===== config.mk =====
export PLATFORM = sky130hd
export DESIGN_NAME = watch_mode_sequencer
export DESIGN_NICKNAME = d
export VERILOG_FILES = /design/src/rtl/watch_pkg.sv /design/src/rtl/key_debounce.sv /design/src/rtl/watch_mode_sequencer.sv
export SDC_FILE = /design/constraint.sdc
export NUM_CORES = 1
export LEC_CHECK = 0
export ABC_AREA = 1
export ABC_CLOCK_PERIOD_IN_PS = 1830
export CAP_MARGIN = 30
export CORE_ASPECT_RATIO = 1.75
export CORE_MARGIN = 5
export CORE_UTILIZATION = 45
export DETAILED_ROUTE_END_ITERATION = 12
export SETUP_SLACK_MARGIN = 0.1
export SYNTH_ARGS = -nofsm -noshare
export SYNTH_HDL_FRONTEND = slang
export SYNTH_HIERARCHICAL = 1
export SYNTH_SLANG_ARGS = --single-unit

===== constraint.sdc =====
create_clock -name clk -period 1.83 [get_ports clk]
set_input_delay 0.183 -clock clk [delete_from_list [all_inputs] [get_ports clk]]
set_output_delay 0.183 -clock clk [all_outputs]
set_load 0.005 [all_outputs]

===== src/rtl/watch_pkg.sv =====
// rtl/watch_pkg.sv - shared types and constants for the watch mode sequencer
package watch_pkg;

  // Top-level controller state: plain display or field edit
  typedef enum logic {
    DISP = 1'b0,
    EDIT = 1'b1
  } fsm_e;

  localparam int STATE_W = 3;
  localparam int FIELD_W = 2;

  // Display mode indices
  localparam logic [STATE_W-1:0] MODE_TIME = 3'd0;
  localparam logic [STATE_W-1:0] MODE_1    = 3'd1;
  localparam logic [STATE_W-1:0] MODE_2    = 3'd2;
  localparam logic [STATE_W-1:0] MODE_3    = 3'd3;
  localparam logic [STATE_W-1:0] MODE_4    = 3'd4;
  localparam logic [STATE_W-1:0] MODE_5    = 3'd5;
  localparam logic [STATE_W-1:0] MODE_6    = 3'd6;

endpackage


===== src/rtl/key_debounce.sv =====
// rtl/key_debounce.sv - key synchroniser, debouncer and press-edge pulse
module key_debounce #(
  parameter int DEB_CYCLES = 20000
) (
  input  logic clk,
  input  logic clr_n,
  input  logic key,
  output logic press
);

  localparam int CW = (DEB_CYCLES > 1) ? $clog2(DEB_CYCLES) : 1;
  localparam logic [CW-1:0] CNT_LAST = CW'(DEB_CYCLES - 1);

  logic [1:0]    sync_q;
  logic          level_q;
  logic          level_d1;
  logic [CW-1:0] cnt_q;

  // Two-flop synchroniser for the asynchronous key pin
  always_ff @(posedge clk or negedge clr_n) begin
    if (!clr_n) sync_q <= 2'b00;
    else        sync_q <= {sync_q[0], key};
  end

  // Accept the new level only after it has been stable for DEB_CYCLES cycles
  always_ff @(posedge clk or negedge clr_n) begin
    if (!clr_n) begin
      level_q <= 1'b0;
      cnt_q   <= '0;
    end else if (sync_q[1] == level_q) begin
      cnt_q <= '0;
    end else if (cnt_q == CNT_LAST) begin
      level_q <= sync_q[1];
      cnt_q   <= '0;
    end else begin
      cnt_q <= cnt_q + CW'(1);
    end
  end

  // One-cycle pulse on accepted 0->1; release is silent
  always_ff @(posedge clk or negedge clr_n) begin
    if (!clr_n) begin
      level_d1 <= 1'b0;
      press    <= 1'b0;
    end else begin
      level_d1 <= level_q;
      press    <= level_q & ~level_d1;
    end
  end

endmodule


===== src/rtl/watch_mode_sequencer.sv =====
// rtl/watch_mode_sequencer.sv - display mode / edit field sequencer with debounced keys
module watch_mode_sequencer
  import watch_pkg::*;
#(
  parameter int DEB_CYCLES  = 20000,
  parameter int NUM_MODES   = 7,
  parameter int NUM_FIELDS  = 3,
  parameter int TIMEOUT_CYC = 5000000
) (
  input  logic               clk,
  input  logic               clr_n,
  input  logic               mode_key,
  input  logic               set_key,
  input  logic               inc_key,
  output logic [STATE_W-1:0] state,
  output logic               edit,
  output logic [FIELD_W-1:0] field,
  output logic               inc_pulse,
  output logic               mode_chg
);

  localparam int TW = (TIMEOUT_CYC > 1) ? $clog2(TIMEOUT_CYC) : 1;
  localparam logic [STATE_W-1:0] LAST_MODE  = STATE_W'(NUM_MODES - 1);
  localparam logic [FIELD_W-1:0] LAST_FIELD = FIELD_W'(NUM_FIELDS - 1);
  localparam logic [TW-1:0]      TIMER_LAST = TW'(TIMEOUT_CYC - 1);

  logic mode_ev, set_ev, inc_ev;

  fsm_e               fsm_q, fsm_d;
  logic [STATE_W-1:0] state_d;
  logic [FIELD_W-1:0] field_d;
  logic [TW-1:0]      timer_q, timer_d;
  logic               inc_d, chg_d;

  key_debounce #(.DEB_CYCLES(DEB_CYCLES)) u_mode_deb (
    .clk(clk), .clr_n(clr_n), .key(mode_key), .press(mode_ev)
  );
  key_debounce #(.DEB_CYCLES(DEB_CYCLES)) u_set_deb (
    .clk(clk), .clr_n(clr_n), .key(set_key), .press(set_ev)
  );
  key_debounce #(.DEB_CYCLES(DEB_CYCLES)) u_inc_deb (
    .clk(clk), .clr_n(clr_n), .key(inc_key), .press(inc_ev)
  );

  assign edit = (fsm_q == EDIT);

  // Register FSM state, mode, field, timeout timer and output strobes
  always_ff @(posedge clk or negedge clr_n) begin
    if (!clr_n) begin
      fsm_q     <= DISP;
      state     <= MODE_TIME;
      field     <= '0;
      timer_q   <= '0;
      inc_pulse <= 1'b0;
      mode_chg  <= 1'b0;
    end else begin
      fsm_q     <= fsm_d;
      state     <= state_d;
      field     <= field_d;
      timer_q   <= timer_d;
      inc_pulse <= inc_d;
      mode_chg  <= chg_d;
    end
  end

  // Next-state logic; key priority mode > set > inc, key events beat timeout
  always_comb begin
    fsm_d   = fsm_q;
    state_d = state;
    field_d = field;
    timer_d = timer_q;
    inc_d   = 1'b0;
    chg_d   = 1'b0;
    case (fsm_q)
      DISP: begin
        timer_d = '0;
        if (mode_ev) begin
          state_d = (state == LAST_MODE) ? MODE_TIME : state + STATE_W'(1);
          chg_d   = 1'b1;
        end else if (set_ev) begin
          fsm_d   = EDIT;
          field_d = '0;
        end
      end
      EDIT: begin
        if (mode_ev) begin
          // Abort edit without advancing the displayed mode
          fsm_d   = DISP;
          field_d = '0;
          timer_d = '0;
        end else if (set_ev) begin
          timer_d = '0;
          if (field == LAST_FIELD) begin
            fsm_d   = DISP;
            field_d = '0;
          end else begin
            field_d = field + FIELD_W'(1);
          end
        end else if (inc_ev) begin
          inc_d   = 1'b1;
          timer_d = '0;
        end else if (timer_q == TIMER_LAST) begin
          fsm_d   = DISP;
          field_d = '0;
          timer_d = '0;
        end else begin
          timer_d = timer_q + TW'(1);
        end
      end
      default: begin
        fsm_d   = DISP;
        field_d = '0;
        timer_d = '0;
      end
    endcase
  end

endmodule


==> results_dict.tcl <==
set metrics [dict create \
    status "complete, no violations" \
    dpl.cell_count 705 \
    fin_setup_tns_ps 0 \
    synth-seq-area-share 0.4908 \
    path_class "register to register" \
    fmax_mhz 597.3 \
    root_buffer "clkbuf_16" \
    netlist.area_leader.share 0.4908 \
    hold_viol 0 \
    tightest_slew_ps 490.5 \
    rsz0062_at_grt "true" \
    maxCapViolCount 0 \
    critPathMaxFanout 11 \
    rows 49 \
    yosys_most_used_dff "dfrtp_1" \
    clock-sinks 91 \
    synth-edff-count 0 \
    portBuffers 12 \
    grt_max_degree 43 \
    nNetsFinal 601 \
    syn_inst 564 \
    finalNonFillerCells 724 \
    dp_hpwl_um 6901 \
    clock_path_buffers 2 \
    clk_pin_slew_ps 70 \
    reg2reg_slack_ps 160 \
    syn-num-nets 573 \
    htreeDepth 3 \
    first_global_vias 3710 \
    wirelength_um 9308 \
    vias_per_cell 4.964 \
    highest_layer "met4" \
    met3_length_um 186 \
    boundaryPins 13 \
    die_area_mm2 0.01252 \
    numCtsBuffers 9 \
    p_leak_uw 0.002249 \
    drv_slew 0 \
    min_path_type "input pin to register" \
    ys_ff_latch 91 \
    peakVddDrop_uv 515.3 \
    ant_nets 0 \
    worst_slack_ps 155.7 \
    area_growth_pct 14.29 \
    yosys-top-cells-area "dfrtp_1 49%, nor2_1 11%, nand2_1 8.7%" \
    fin_crit_sh 0.9149 \
    drt-met1-wl_um 3651 \
    route.met2.wl_um 5218 \
    die_w_um 86.76 \
    ys_types 30 \
    endpoint_kind "register" \
    post-route-min-period_ps 1674 \
    grt_overflow 0 \
    synth_top_area_cell "dfrtp_1" \
    layout-drive-gt1-share 0.1407 \
    fin_util 0.5210 \
    cp-start-kind "register" \
    core_area_mm2 0.01018 \
    start_util 0.4559 \
    avgSynthCellArea_um2 8.226 \
    grt_pass1_wl_um 16170 \
    required_ps 2090 \
    cp.arrival_ps 1930 \
    grt_usage 0.1634 \
    drt_iter0_markers 208 \
    synthArstFlopShare 1.000 \
    synth_common_cells "136 x nor2_1, 107 x nand2_1, 91 x dfrtp_1" \
    powerDensity_mw_per_mm2 784.3 \
    place.gp.congestion 0.8526 \
    post-route-drc-count 0 \
    post-place-ws_ps -55.64 \
    die_height_um 144.3 \
    clkLatencyLatePin_ps 340 \
    antenna_found_initial 0 \
    wl_per_cell_um 12.86 \
    routed-via-count 3594 \
    dr.pass1.iters 4 \
    setup_violations 0 \
    syn_area_mm2 0.004639 \
    max_slew_margin 0.6718 \
    cts_tree "yes" \
    yosys_warnings 6 \
    antenna_cells 0 \
    yosysMostFrequentCell "nor2_1" \
    final.setup_skew_ps 7.177 \
]
critical path, stage by stage (launching register included):
cell and delay (ps):
dfrtp_1 400, ha_1 230, nand3_1 140, nor2_1 70, nand3_1 200, nand4_2 350, nor2_1 210
routing by layer:
layer / vias up / track usage
met2: 32 / 0.3051
met5: - / 0
li1: 1844 / -
met4: 0 / 0.08046
met3: 19 / 0.02566
met1: 1699 / 0.1749
cell families after synthesis:
| group | after synthesis | share of synthesized area |
|---|---|---|
| adder cells (fa/ha/maj) | 4 | 0.01079 |
| flip-flops | 91 | 0.4908 |
| buffers and inverters | 64 | 0.05421 |
| XOR/XNOR | 25 | 0.05205 |
| AND/OR/NAND/NOR | 347 | 0.3474 |
| AO/OA/AOI/OAI | 33 | 0.04477 |
final timing paths:
| path | start | to | cells after the start |
|---|---|---|---|
| max in group asynchronous | clr_n | u_set_deb/cnt_q[5] | 3 |
| max reg2reg | timer_q[0] | timer_q[16] | 6 |
| max | timer_q[0] | timer_q[16] | 6 |
| min | set_key | u_set_deb/sync_q[0] | 1 |
| min in group asynchronous | clr_n | u_mode_deb/cnt_q[9] | 2 |
| min reg2reg | u_set_deb/sync_q[0] | u_set_deb/sync_q[1] | 0 |
placed cells by master (no fill, tap or decap), types with 2 or more instances in the layout:
cell type	n
nor3_2	2
inv_6	2
a21oi_1	7
nand2_1	107
xor2_1	16
buf_4	5
nor2_4	6
clkdlybuf4s50_1	11
o21bai_1	7
nand2_4	3
clkbuf_16	9
inv_2	10
inv_1	52
o21ai_0	8
nor3b_1	3
nand3_1	29
nand4_1	18
o21bai_2	3
nor3_4	2
xnor2_1	6
dfrtp_1	91
ha_1	4
nand2_2	22
bufinv_16	2
nor3_1	9
xnor2_2	3
nor2_1	136
nor2_2	8
o21ai_1	6
stage by stage:
stage | hold slack (ps) | area [µm²] | total power, µW
floorplan | -112.6 | 4639 | 2128
global placement | 125.5 | 4940 | 2197
detailed placement | 124.1 | 4940 | 2200
CTS | 269.9 | 5283 | 4228
global route | 271.1 | 5303 | 4318
finish | 280.5 | 5303 | 4159
final cells by class:
type	instances	area [µm²]
Fill cell	1004	4875
Tap cell	127	158.9
Multi-Input combinational cell	410	2132
Timing Repair Buffer	18	177.7
Clock buffer	9	225.2
Inverter	62	232.7
Clock inverter	7	98.84
Sequential cell	91	2277
flip-flops by register name, indices dropped and copies added (netlist names), 2 cells and up:
name	count
field	2
u_set_deb/sync_q	2
timer_q	23
u_mode_deb/cnt_q	15
u_inc_deb/cnt_q	15
u_set_deb/cnt_q	15
u_mode_deb/sync_q	2
state	3
u_inc_deb/sync_q	2
where the power goes:
part / total, µW / switching (µW) / leakage (µW) / internal (µW)
Combinational: 109 / 73.5 / 0.000842 / 35.7
Sequential: 2050 / 14.5 / 0.00125 / 2030
Clock: 2000 / 796 / 0.000156 / 1210
timing repair:
action | CTS | global route
gates cloned | 0 | 1
pin swaps | 0 | 1
hold endpoints to repair | 24 | 0
buffers inserted | 0 | 1
gates resized for setup | 1 | 0
setup endpoints to repair | 23 | 3
hold buffers | 1 | 0
(Power assumes the default switching activity.)
